File: src/rtl/pdm_pkg.sv
// -----------------------------------------------------------------------------
// pdm_pkg
// Shared constants, slot encodings and width helpers for the PDM microphone
// front end (pdm_mic_decim and its clock generator).
//   DEFAULT_HALF_DIV : divider reset value, PDM half-period in system clocks
//   DEFAULT_DECIM    : default decimation ratio (PDM periods per PCM sample)
//   slot_e           : L/R slot encoding, also the level driven on sel_LR
//   pcm_width()      : signed PCM width for a given decimation ratio
// -----------------------------------------------------------------------------
package pdm_pkg;

    localparam int DEFAULT_HALF_DIV = 16;
    localparam int DEFAULT_DECIM    = 64;

    typedef enum logic {
        SLOT_LEFT  = 1'b0,
        SLOT_RIGHT = 1'b1
    } slot_e;

    // A full window of ones counts DECIM, and ones - DECIM/2 spans
    // -DECIM/2..+DECIM/2, so one bit beyond clog2(DECIM) is enough for both.
    function automatic int pcm_width(input int decim);
        return $clog2(decim) + 32'sd1;
    endfunction

endpackage

File: src/rtl/pdm_mic_decim_if.sv
// -----------------------------------------------------------------------------
// pdm_mic_decim_if
// PCM sample handshake between the decimator (master) and the downstream
// DSP/FIFO path (slave).
//   pcm_left/pcm_right : signed PCM sample pair, stable while pcm_valid is high
//   pcm_valid          : sample pair available
//   pcm_ready          : downstream accepts; transfer = pcm_valid && pcm_ready
//   overrun            : sticky flag, a finished window was dropped
//   overrun_clr        : clears overrun (a simultaneous set wins)
// -----------------------------------------------------------------------------
interface pdm_mic_decim_if
    import pdm_pkg::*;
#(
    parameter int PCM_W = pcm_width(DEFAULT_DECIM)
);

    logic signed [PCM_W-1:0] pcm_left;
    logic signed [PCM_W-1:0] pcm_right;
    logic                    pcm_valid;
    logic                    pcm_ready;
    logic                    overrun;
    logic                    overrun_clr;

    modport master (
        output pcm_left,
        output pcm_right,
        output pcm_valid,
        output overrun,
        input  pcm_ready,
        input  overrun_clr
    );

    modport slave (
        input  pcm_left,
        input  pcm_right,
        input  pcm_valid,
        input  overrun,
        output pcm_ready,
        output overrun_clr
    );

endinterface

File: src/rtl/pdm_clkgen.sv
// -----------------------------------------------------------------------------
// pdm_clkgen
// Runtime-programmable divider generating the microphone PDM clock, plus the
// per-slot sampling strobes.
//   clock, reset   : system clock, asynchronous active-low reset
//   enable         : run; low clears the divider and forces clock_pdm to 0
//   half_div       : half-period in system clocks, values below 2 act as 2
//   clock_pdm      : registered mic clock
//   strobe_left    : terminal-count cycle with clock_pdm high (about to fall)
//   strobe_right   : terminal-count cycle with clock_pdm low (about to rise)
// -----------------------------------------------------------------------------
module pdm_clkgen
    import pdm_pkg::*;
#(
    parameter int CLK_DIV_W = 8
) (
    input  logic                 clock,
    input  logic                 reset,
    input  logic                 enable,
    input  logic [CLK_DIV_W-1:0] half_div,
    output logic                 clock_pdm,
    output logic                 strobe_left,
    output logic                 strobe_right
);

    localparam logic [CLK_DIV_W-1:0] MIN_DIV  = CLK_DIV_W'(32'd2);
    localparam logic [CLK_DIV_W-1:0] DIV_ONE  = CLK_DIV_W'(32'd1);
    localparam logic [CLK_DIV_W-1:0] DIV_ZERO = {CLK_DIV_W{1'b0}};
    localparam logic [CLK_DIV_W-1:0] DEF_DIV  = CLK_DIV_W'(DEFAULT_HALF_DIV);

    logic [CLK_DIV_W-1:0] half_div_eff_s;
    logic [CLK_DIV_W-1:0] period_r;
    logic [CLK_DIV_W-1:0] cnt_r;
    logic                 clock_pdm_r;
    logic                 terminal_s;

    // Clamp the programmed half-period so the divider never stalls or wraps.
    always_comb begin
        if (half_div < MIN_DIV) begin
            half_div_eff_s = MIN_DIV;
        end else begin
            half_div_eff_s = half_div;
        end
    end

    // Terminal count and the slot strobes derived from the current clock level.
    always_comb begin
        terminal_s   = 1'b0;
        strobe_left  = 1'b0;
        strobe_right = 1'b0;
        if (enable && (cnt_r == (period_r - DIV_ONE))) begin
            terminal_s = 1'b1;
        end else begin
            terminal_s = 1'b0;
        end
        strobe_left  = terminal_s && clock_pdm_r;
        strobe_right = terminal_s && !clock_pdm_r;
    end

    // Divider counter and PDM clock register. The half-period length is
    // latched only at terminal count (and while idle, so a fresh start uses
    // the programmed value), so a half_div write never truncates the
    // half-period already in progress.
    always_ff @(posedge clock or negedge reset) begin
        if (!reset) begin
            cnt_r       <= DIV_ZERO;
            period_r    <= DEF_DIV;
            clock_pdm_r <= 1'b0;
        end else if (!enable) begin
            cnt_r       <= DIV_ZERO;
            period_r    <= half_div_eff_s;
            clock_pdm_r <= 1'b0;
        end else if (terminal_s) begin
            cnt_r       <= DIV_ZERO;
            period_r    <= half_div_eff_s;
            clock_pdm_r <= !clock_pdm_r;
        end else begin
            cnt_r       <= cnt_r + DIV_ONE;
            period_r    <= period_r;
            clock_pdm_r <= clock_pdm_r;
        end
    end

    assign clock_pdm = clock_pdm_r;

endmodule

File: src/rtl/pdm_mic_decim.sv
// -----------------------------------------------------------------------------
// pdm_mic_decim
// PDM microphone front end: drives the mic clock, samples one (mono) or two
// (stereo, shared data line) PDM channels, decimates each with a boxcar
// ones-counter into signed PCM and offers the pair over a valid/ready
// handshake with sticky overrun detection.
//   clock, reset : system clock, asynchronous active-low reset
//   enable       : run capture; low stops clock_pdm and discards the window
//   stereo       : two mics on mic_in_pdm; latched when enable first goes high
//   half_div     : PDM half-period in system clocks (below 2 acts as 2)
//   mic_in_pdm   : PDM data from the mic(s)
//   clock_pdm    : mic clock
//   sel_LR       : mic L/R select (MONO_CH in mono, 0 in stereo)
//   pcm_if       : PCM sample handshake (master side)
// -----------------------------------------------------------------------------
module pdm_mic_decim
    import pdm_pkg::*;
#(
    parameter int CLK_DIV_W = 8,
    parameter int DECIM     = DEFAULT_DECIM,
    parameter int MONO_CH   = 0
) (
    input  logic                 clock,
    input  logic                 reset,
    input  logic                 enable,
    input  logic                 stereo,
    input  logic [CLK_DIV_W-1:0] half_div,
    input  logic                 mic_in_pdm,
    output logic                 clock_pdm,
    output logic                 sel_LR,
    pdm_mic_decim_if.master      pcm_if
);

    localparam int PCM_W = pcm_width(DECIM);
    localparam int WIN_W = $clog2(DECIM);

    localparam logic [WIN_W-1:0] WIN_LAST  = WIN_W'(DECIM - 32'sd1);
    localparam logic [WIN_W-1:0] WIN_ONE   = WIN_W'(32'd1);
    localparam logic [WIN_W-1:0] WIN_ZERO  = {WIN_W{1'b0}};
    localparam logic [PCM_W-1:0] HALF_WIN  = PCM_W'(DECIM / 32'sd2);
    localparam logic [PCM_W-1:0] PCM_ZERO  = {PCM_W{1'b0}};
    localparam slot_e            MONO_SLOT = (MONO_CH == 32'sd0) ? SLOT_LEFT : SLOT_RIGHT;

    logic             strobe_left_s;
    logic             strobe_right_s;
    logic             enable_d_r;
    logic             stereo_r;
    logic [WIN_W-1:0] win_r;
    logic [PCM_W-1:0] acc_left_r;
    logic [PCM_W-1:0] acc_right_r;
    logic             use_left_s;
    logic             use_right_s;
    logic [PCM_W-1:0] bit_ext_s;
    logic [PCM_W-1:0] ones_left_s;
    logic [PCM_W-1:0] ones_right_s;
    logic             win_end_s;
    logic [PCM_W-1:0] pcm_left_s;
    logic [PCM_W-1:0] pcm_right_s;
    logic [PCM_W-1:0] pcm_left_r;
    logic [PCM_W-1:0] pcm_right_r;
    logic             pcm_valid_r;
    logic             overrun_r;
    logic             sel_lr_r;

    pdm_clkgen #(
        .CLK_DIV_W (CLK_DIV_W)
    ) u_clkgen (
        .clock        (clock),
        .reset        (reset),
        .enable       (enable),
        .half_div     (half_div),
        .clock_pdm    (clock_pdm),
        .strobe_left  (strobe_left_s),
        .strobe_right (strobe_right_s)
    );

    // Channel selection, next ones counts and the finished-window PCM values.
    // The left (falling-edge) bit that closes a window is counted in the
    // sample; the right slot of that period was already taken half a period
    // earlier, so the right accumulator is complete as it stands.
    always_comb begin
        use_left_s   = stereo_r || (MONO_SLOT == SLOT_LEFT);
        use_right_s  = stereo_r || (MONO_SLOT == SLOT_RIGHT);
        bit_ext_s    = {{(PCM_W-1){1'b0}}, mic_in_pdm};
        ones_left_s  = acc_left_r + bit_ext_s;
        ones_right_s = acc_right_r + bit_ext_s;
        win_end_s    = strobe_left_s && (win_r == WIN_LAST);
        if (use_left_s) begin
            pcm_left_s = ones_left_s - HALF_WIN;
        end else begin
            pcm_left_s = PCM_ZERO;
        end
        if (use_right_s) begin
            pcm_right_s = acc_right_r - HALF_WIN;
        end else begin
            pcm_right_s = PCM_ZERO;
        end
    end

    // Mode latch: stereo is captured on the first cycle enable is seen high.
    always_ff @(posedge clock or negedge reset) begin
        if (!reset) begin
            enable_d_r <= 1'b0;
            stereo_r   <= 1'b0;
        end else begin
            enable_d_r <= enable;
            if (enable && !enable_d_r) begin
                stereo_r <= stereo;
            end else begin
                stereo_r <= stereo_r;
            end
        end
    end

    // Window counter and per-channel ones accumulators; a disable discards
    // any partial window.
    always_ff @(posedge clock or negedge reset) begin
        if (!reset) begin
            win_r       <= WIN_ZERO;
            acc_left_r  <= PCM_ZERO;
            acc_right_r <= PCM_ZERO;
        end else if (!enable) begin
            win_r       <= WIN_ZERO;
            acc_left_r  <= PCM_ZERO;
            acc_right_r <= PCM_ZERO;
        end else if (win_end_s) begin
            win_r       <= WIN_ZERO;
            acc_left_r  <= PCM_ZERO;
            acc_right_r <= PCM_ZERO;
        end else if (strobe_left_s) begin
            win_r       <= win_r + WIN_ONE;
            acc_left_r  <= use_left_s ? ones_left_s : acc_left_r;
            acc_right_r <= acc_right_r;
        end else if (strobe_right_s) begin
            win_r       <= win_r;
            acc_left_r  <= acc_left_r;
            acc_right_r <= use_right_s ? ones_right_s : acc_right_r;
        end else begin
            win_r       <= win_r;
            acc_left_r  <= acc_left_r;
            acc_right_r <= acc_right_r;
        end
    end

    // Output register, valid/ready handshake and sticky overrun flag. A new
    // pair is loaded only when the slot is free or being emptied this cycle;
    // otherwise the held pair stays untouched and the new one is dropped.
    always_ff @(posedge clock or negedge reset) begin
        if (!reset) begin
            pcm_left_r  <= PCM_ZERO;
            pcm_right_r <= PCM_ZERO;
            pcm_valid_r <= 1'b0;
            overrun_r   <= 1'b0;
            sel_lr_r    <= 1'b0;
        end else begin
            sel_lr_r <= stereo_r ? SLOT_LEFT : MONO_SLOT;
            if (win_end_s && (!pcm_valid_r || pcm_if.pcm_ready)) begin
                pcm_left_r  <= pcm_left_s;
                pcm_right_r <= pcm_right_s;
                pcm_valid_r <= 1'b1;
            end else if (pcm_valid_r && pcm_if.pcm_ready) begin
                pcm_left_r  <= pcm_left_r;
                pcm_right_r <= pcm_right_r;
                pcm_valid_r <= 1'b0;
            end else begin
                pcm_left_r  <= pcm_left_r;
                pcm_right_r <= pcm_right_r;
                pcm_valid_r <= pcm_valid_r;
            end
            if (win_end_s && pcm_valid_r && !pcm_if.pcm_ready) begin
                overrun_r <= 1'b1;
            end else if (pcm_if.overrun_clr) begin
                overrun_r <= 1'b0;
            end else begin
                overrun_r <= overrun_r;
            end
        end
    end

    assign sel_LR           = sel_lr_r;
    assign pcm_if.pcm_left  = pcm_left_r;
    assign pcm_if.pcm_right = pcm_right_r;
    assign pcm_if.pcm_valid = pcm_valid_r;
    assign pcm_if.overrun   = overrun_r;

endmodule

File: src/flat_wrapper.sv
// flat-port wrapper written by rule: the top's interface ports become plain ports
module pdm_mic_decim_flat import pdm_pkg::*;
#(
    parameter int CLK_DIV_W = 8,
    parameter int DECIM     = DEFAULT_DECIM,
    parameter int MONO_CH   = 0
)
  (clock, reset, enable, stereo, half_div, mic_in_pdm, clock_pdm, sel_LR, pcm_if_pcm_left, pcm_if_pcm_right, pcm_if_pcm_valid, pcm_if_overrun, pcm_if_pcm_ready, pcm_if_overrun_clr);
  pdm_mic_decim_if #(.PCM_W((7))) pcm_if_i ();
  input  logic clock;
  input  logic reset;
  input  logic enable;
  input  logic stereo;
  input  logic [CLK_DIV_W-1:0] half_div;
  input  logic mic_in_pdm;
  output logic clock_pdm;
  output logic sel_LR;
  output wire logic [$bits(pcm_if_i.pcm_left)-1:0] pcm_if_pcm_left;
  output wire logic [$bits(pcm_if_i.pcm_right)-1:0] pcm_if_pcm_right;
  output wire logic [$bits(pcm_if_i.pcm_valid)-1:0] pcm_if_pcm_valid;
  output wire logic [$bits(pcm_if_i.overrun)-1:0] pcm_if_overrun;
  input wire logic [$bits(pcm_if_i.pcm_ready)-1:0] pcm_if_pcm_ready;
  input wire logic [$bits(pcm_if_i.overrun_clr)-1:0] pcm_if_overrun_clr;
  assign pcm_if_pcm_left = pcm_if_i.pcm_left;
  assign pcm_if_pcm_right = pcm_if_i.pcm_right;
  assign pcm_if_pcm_valid = pcm_if_i.pcm_valid;
  assign pcm_if_overrun = pcm_if_i.overrun;
  assign pcm_if_i.pcm_ready = pcm_if_pcm_ready;
  assign pcm_if_i.overrun_clr = pcm_if_overrun_clr;
  pdm_mic_decim #(.CLK_DIV_W(CLK_DIV_W), .DECIM(DECIM), .MONO_CH(MONO_CH)) u_core (.clock(clock), .reset(reset), .enable(enable), .stereo(stereo), .half_div(half_div), .mic_in_pdm(mic_in_pdm), .clock_pdm(clock_pdm), .sel_LR(sel_LR), .pcm_if(pcm_if_i));
endmodule
File: config.mk
export PLATFORM = sky130hd
export DESIGN_NAME = pdm_mic_decim_flat
export DESIGN_NICKNAME = d
export VERILOG_FILES = /design/src/rtl/pdm_pkg.sv /design/src/rtl/pdm_mic_decim_if.sv /design/src/rtl/pdm_clkgen.sv /design/src/rtl/pdm_mic_decim.sv /design/src/flat_wrapper.sv
export SDC_FILE = /design/constraint.sdc
export NUM_CORES = 1
export LEC_CHECK = 0
export ABC_AREA = 1
export CORE_ASPECT_RATIO = 0.75
export CORE_MARGIN = 2
export CORE_UTILIZATION = 63
export CTS_BUF_LIST = sky130_fd_sc_hd__clkbuf_4 sky130_fd_sc_hd__clkbuf_8
export DETAILED_ROUTE_END_ITERATION = 6
export PLACE_DENSITY_LB_ADDON = 0.05
export SLEW_MARGIN = 20
export SYNTH_ARGS = -nofsm -noshare
export SYNTH_HDL_FRONTEND = slang
export SYNTH_SLANG_ARGS = --single-unit
File: constraint.sdc
create_clock -name clock -period 6.5 [get_ports clock]
set_input_delay 0.65 -clock clock [delete_from_list [all_inputs] [get_ports clock]]
set_output_delay 0.65 -clock clock [all_outputs]
set_load 0.02 [all_outputs]
Yosys cells after proc, flatten, opt, wreduce, memory -nomap -nowiden
Index checks and enable logic that the tools add are counted.
W data, S select, Z words.
{"block": "totals", "ff_bits": 55, "inputBits": 15, "output_inout_bits": 18, "elab_cells": 68}
{"block": "classes", "add_sub_neg": 7, "n_lt_le_gt_ge": 1, "n_eq_ne": 7, "muxes": 24, "n_reduce_logical": 17}
{"cell": "$mux W7", "count": 9}
{"cell": "$mux W8", "count": 5}
{"cell": "$mux W6", "count": 3}
{"cell": "$add A7 B1 Y7", "count": 2}
{"cell": "$sub A7 B6 Y7 const B", "count": 2}
{"cell": "$logic_and A1 B1 Y1", "count": 9}
{"cell": "$ne A3 B1 Y1 const B", "count": 3}
{"cell": "$add A8 B1 Y8 const B", "count": 1}
{"cell": "$eq A8 B8 Y1", "count": 1}
{"cell": "$lt A8 B2 Y1 const B", "count": 1}
{"cell": "$sub A8 B1 Y8 const B", "count": 1}
{"cell": "$mux W1", "count": 7}
{"cell": "$add A6 B1 Y6 const B", "count": 1}
{"cell": "$eq A6 B6 Y1 const B", "count": 1}
{"cell": "$logic_not A1 Y1", "count": 4}
{"cell": "$reduce_bool A2 Y1", "count": 2}
{"cell": "$ne A3 B3 Y1 const B", "count": 1}
{"cell": "$reduce_and A3 Y1", "count": 1}
{"cell": "$ne A2 B1 Y1 const B", "count": 1}
{"cell": "$logic_or A1 B1 Y1", "count": 1}

Longest topological paths before layout
{"block": "logic_depth", "depth_word": 9, "ltp_mapped": 16, "depth_no_buf": 16}

Cells and area by module
From an unflattened synthesis, not the netlist that was laid out.
{"block": "hier_totals", "hier_cells": 385, "area_unflattened_um2": 3007.9}
{"mod": "pdm_mic_decim", "instances": 1, "cells_each": 233, "area_each_um2": 1888.1, "seq_area_each_um2": 950.9}
{"mod": "pdm_clkgen", "instances": 1, "cells_each": 152, "area_each_um2": 1119.8, "seq_area_each_um2": 426.7}

Worst setup path before layout
Ideal clock, no wire load.
{"block": "synth_path", "path_type": "reg-to-reg", "from": "reg u_core.u_clkgen.period_r[0]", "to": "reg u_core.pcm_left_r[3], in the netlist u_core.pcm_if.pcm_left[3]", "setup_ns": 0.124, "arrival_ns": 1.921, "required_time_ns": 6.376, "slack_ns": 4.455, "path_stages_with_launch": 16, "n_path_buf": 1, "period_less_slack_ns": 2.045, "cell_sequence": "dfrtp_1 > inv_1 > ha_1 > inv_1 > nand2_1 > nand2_1 > nand3_1 > nor2_1 > nand3_1 > nor2_2 > nand4_4 > nor2_4 > nand2_4 > buf_6 > nand2_2 > o21ai_2"}
{"block": "synth_between", "elab_chain_len": 7}
{"item": "from (decl)", "line_no": "pdm_clkgen.sv:32", "rtl": "logic [CLK_DIV_W-1:0] period_r;"}
{"item": "from (signal assigned)", "line_no": "pdm_clkgen.sv:71", "rtl": "period_r <= half_div_eff_s;"}
{"item": "from (signal assigned)", "line_no": "pdm_clkgen.sv:75", "rtl": "period_r <= half_div_eff_s;"}
{"item": "from (signal assigned)", "line_no": "pdm_clkgen.sv:79", "rtl": "period_r <= period_r;"}
{"item": "$sub A8 B1 Y8", "line_no": "pdm_clkgen.sv:51", "rtl": "if (enable && (cnt_r == (period_r - DIV_ONE))) begin"}
{"item": "$eq A8 B8 Y1", "line_no": "pdm_clkgen.sv:51"}
{"item": "$logic_and A1 B1 Y1", "line_no": "pdm_clkgen.sv:51"}
{"item": "$mux W1", "line_no": "pdm_clkgen.sv:51"}
{"item": "$logic_and A1 B1 Y1", "line_no": "pdm_clkgen.sv:56", "rtl": "strobe_left = terminal_s && clock_pdm_r;"}
{"item": "$logic_and A1 B1 Y1", "line_no": "pdm_mic_decim.sv:87", "rtl": "win_end_s = strobe_left_s && (win_r == WIN_LAST);"}
{"item": "$logic_and A1 B1 Y1", "line_no": "pdm_mic_decim.sv:157", "rtl": "if (win_end_s && (!pcm_valid_r || pcm_if.pcm_ready)) begin"}
{"item": "to (signal assigned)", "line_no": "pdm_mic_decim.sv:158", "rtl": "pcm_left_r <= pcm_left_s;"}
{"item": "to (signal assigned)", "line_no": "pdm_mic_decim.sv:162", "rtl": "pcm_left_r <= pcm_left_r;"}
{"item": "to (signal assigned)", "line_no": "pdm_mic_decim.sv:166", "rtl": "pcm_left_r <= pcm_left_r;"}
{"item": "to (decl)", "line_no": "pdm_mic_decim.sv:59", "rtl": "logic [PCM_W-1:0] pcm_left_r;"}
Every way passes these cells.
A chain may end at the register's enable or synchronous reset.

Worst setup path after layout
{"block": "layout_path", "from": "reg u_core.u_clkgen.period_r[0]", "to": "reg u_core.u_clkgen.cnt_r[3]"}
{"block": "layout_between", "elab_chain_len": 6}
{"item": "$sub A8 B1 Y8", "line_no": "pdm_clkgen.sv:51"}
{"item": "$eq A8 B8 Y1", "line_no": "pdm_clkgen.sv:51"}
{"item": "$logic_and A1 B1 Y1", "line_no": "pdm_clkgen.sv:51"}
{"item": "$mux W1", "line_no": "pdm_clkgen.sv:51"}
{"item": "$mux W8", "line_no": "pdm_clkgen.sv:73", "rtl": "end else if (terminal_s) begin"}
{"item": "$mux W8", "line_no": "pdm_clkgen.sv:69", "rtl": "end else if (!enable) begin"}
{"item": "to (signal assigned)", "line_no": "pdm_clkgen.sv:78", "rtl": "cnt_r <= cnt_r + DIV_ONE;"}
{"item": "to (decl)", "line_no": "pdm_clkgen.sv:33", "rtl": "logic [CLK_DIV_W-1:0] cnt_r;"}
Every way passes these cells.

==> summary.txt <==
Status
  – Status: finished, final reports clean

Logic synthesis
  – Yosys Warn Count: 0
  – Syn avg cell area: 8.00 sq um
  – Mapped Area: 2950 sq um
  – Post-Syn Nets: 391
  – Post-synth ARST share: 100%
  – Cells after Synth: between 300 and 400
  – Yosys top cell by area: dfrtp_1
  – Synth top area cells: dfrtp_1, nand2_1, nand3_1, inv_1, nor2_1
  – Seq/Total Area, Yosys: approximately 47%
  – Area share of the largest cell type after synthesis: 45.8%
  – Yosys cell types: 30
  – Most used DFF post-synth: dfrtp_1
  – Flops & latches, synth: 55
  – Post-synth EDFFs: 0

Clock tree
  – Post-cts gate resize count: 0
  – Clock latency on the worst-skew pair: 320 ps
  – Cts hold-fix bufs: 0
  – CTS tree: done
  – CTS buffer count: 5
  – Postcts setup bufs: 0
  – CTS clock-pin slew for the worst setup and hold paths: between 100 and 150 ps
  – Root Driver: clkbuf_8
  – H-tree depth: 2
  – CTS max path bufs: 2
  – Clock sink total: 55

Critical path
  – CP Buf/Inv Count: 3
  – CP Cell Sequence: inv_1 -> ha_1 -> inv_1 -> nand2_1 -> nand2_1 -> nand3_1 -> nor2_1 -> nand3_1 -> nor2_2 -> nand2_1 -> nand2_2 -> inv_1 -> o21ai_0 -> a21oi_1
  – Worst Path Required: 6710 ps
  – WS Path Type: reg -> reg
  – Maximum fanout along the worst path: 18
  – Critical Path Source Type: register
  – WP data arrival: 2710 ps
  – Max incr delay on CP: 420 ps
  – Critical path depth: 14
  – Reg2Reg Depth: 14
  – Slowest stage cell, crit path: dfrtp_1
  – CP Capture Type: register
  – Crit-path leading delay family: simple AND/OR/NAND/NOR gates

STA
  – Max-slew headroom: 54.6%
  – # setup viols final: 0
  – Final worst slack: 4000 ps
  – RSZ-0062 raised after global routing: no
  – Post-route setup TNS: 0 ps
  – Final hold violation count: 0
  – Worst Tran Pin Value: 682 ps
  – Setup Skew: around 7.5 ps
  – Period utilization: 38.5%
  – Final Max Tran Viols: 0
  – Max frequency: 400 MHz
  – Minimum clock period after layout: 2500 ps

Routing
  – Routed WL per cell: 13.1 um
  – Drt via density: 5.33
  – Post-route ant nets: 0
  – DR vias: ~2500
  – Drt first pass iters: 4
  – DRC viols: 0
  – Final WL: 6040 um
  – Starting DRT DRC Count: 168

Min path
  – Min-Delay Path Class: in -> async

Pwr
  – PD cells: 191 nW/um^2
  – Sequential Power Share: 55.9%
  – Pleak: approximately 1.6 nW
  – Logic pwr share: 12.2%
  – Power share of the clock group: 31.9%
  – Net Switching: 188 uW
  – Switching portion of total power: 29.2%
  – Worst vdd ir: between 0.1 and 0.15 mV
  – P_int: 458 uW

Floorplan
  – Rows: 21
  – Core area: about 4500 sq um
  – Die height: 63.3 um
  – Initial core utilization: 65.7%
  – Die W: 83.0 um
  – Die Area: between 5000 and 6000 sq um
  – Io pins: 33

Flow run
  – Max Cap Violations: 0

Placed design
  – Pre-CTS setup slack: 4020 ps
  – RD Place Congestion: roughly 0.9
  – Number of port buffers: 31
  – Detailed placer's ending HPWL: ~4500 um

Global route
  – Antenna violations before repair: 0
  – GRT Total Usage: approximately a quarter
  – Global-route wire length before repair: 10800 um
  – Pin count of the biggest net entering global routing: 56
  – Vias in the first global route: 2387
  – GRT Residual Overflow: 0

Finish
  – P&R area growth vs syn: 14.8%
  – # diodes: 0
  – Layout net count: 424
  – Layout cells sized above 1: 10.2%
## cell usage after synthesis, drive strengths merged (5+ instances only)
library cell  number
nand2            114
dfrtp             54
inv               41
nor2              41
nand3             33
o21ai             27
xor2              11
a21oi              8
nor3               8
ha                 7
o22ai              6
buf                5
nand4              5
## routing by layer
layer / global-route usage, % / part of all wire (%) / up-vias
li1: - / - / 1249
met1: 38.2 / 50 / 1121
met2: 36.9 / 41 / 77
met3: 7.08 / 8.3 / 6
met4: 7.99 / 0.78 / 0
met5: 0 / 0 / -
## worst register-to-register path, stage by stage (launching register included)
cell and delay, ps:
dfrtp_1 420, inv_1 160, ha_1 290, inv_1 80, nand2_1 50, nand2_1 60
nand3_1 70, nor2_1 120, nand3_1 90, nor2_2 220, nand2_1 120, nand2_2 270
inv_1 250, o21ai_0 130, a21oi_1 60
## placed cells by master, fill, tap and decap left out, drive strengths merged, types with 5 or more instances in the layout
cell type      netlist  routed
ha                   7       7
dfrtp               54      54
nand4                5       5
xor2                11      11
clkbuf               1       5
o22ai                6       6
o21ai               27      27
nor3                 8       8
clkdlybuf4s50        0      30
nor2                41      41
nand2              114     114
inv                 41      42
a21oi                8       8
nand3               33      33
## registers in the layout (all words and copies together), names as in the netlist
name / count
u_core.pcm_if.pcm_right: 7
u_core.enable_d_r: 1
u_core.acc_right_r: 7
u_core.pcm_if.overrun: 1
u_core.pcm_if.pcm_valid: 1
u_core.u_clkgen.cnt_r: 8
u_core.stereo_r: 1
u_core.pcm_if.pcm_left: 7
u_core.u_clkgen.clock_pdm: 1
u_core.acc_left_r: 7
u_core.u_clkgen.period_r: 8
u_core.win_r: 6
## final timing paths
path	startpoint	endpoint	slack [ps]
worst max-delay path	u_core.u_clkgen.period_r[0]$_DFFE_PN0P_	u_core.u_clkgen.cnt_r[3]$_DFF_PN0_	4000
worst min-delay path	reset	u_core.acc_right_r[3]$_DFFE_PN0P_	450
worst max register to register	u_core.u_clkgen.period_r[0]$_DFFE_PN0P_	u_core.u_clkgen.cnt_r[3]$_DFF_PN0_	4000
worst min register to register	u_core.acc_left_r[0]$_DFFE_PN0P_	u_core.acc_left_r[0]$_DFFE_PN0P_	490
max in group asynchronous	reset	u_core.win_r[4]$_DFFE_PN0P_	5610
min in group clock	u_core.acc_left_r[0]$_DFFE_PN0P_	u_core.acc_left_r[0]$_DFFE_PN0P_	490
## logic make-up (layout without fill, tap and decap cells)
family	count (synthesis)	after routing	synth area share (%)
AOI/OAI and AO/OA	41	41	8.23
adders and majority gates	7	7	2.97
and+or+nand+nor	203	203	30.8
buffers and inverters	47	81	6.70
other	1	1	0.127
DFF	55	55	46.7
xor gates and xnor gates	15	15	4.45
## metrics by stage
stage / instances / cell area (sq um) / power, mW / hold slack, ps / utilization, %
after global routing: 460 / 3390 / 0.676 / 512 / 75.4
after CTS: 460 / 3390 / 0.648 / 473 / 75.4
final: 460 / 3390 / 0.646 / 447 / 75.4
after global placement: 452 / 3290 / 0.443 / 463 / 73.2
after detailed placement: 452 / 3290 / 0.445 / 466 / 73.2
after floorplan: 369 / 2950 / 0.416 / 354 / -
## layout make-up
type / instances / area (sq um)
tap: 57 / 71.3
multi-input combinational: 267 / 1380
clock buffer: 5 / 68.8
fill: 334 / 1100
inverter: 41 / 154
timing repair buffer: 32 / 313
clock inverter: 3 / 28.8
sequential: 55 / 1380
## power groups by stage
stage | clock network [mW] | registers [mW] | logic, mW
2_1_floorplan | 0 | 0.364 | 0.0519
3_3_place_gp | 0 | 0.367 | 0.0756
3_5_place_dp | 0 | 0.367 | 0.0778
4_1_cts | 0.209 | 0.361 | 0.0783
5_1_grt | 0.222 | 0.363 | 0.0908
6_report | 0.206 | 0.361 | 0.0788
Power figures use the tool's default switching activity.
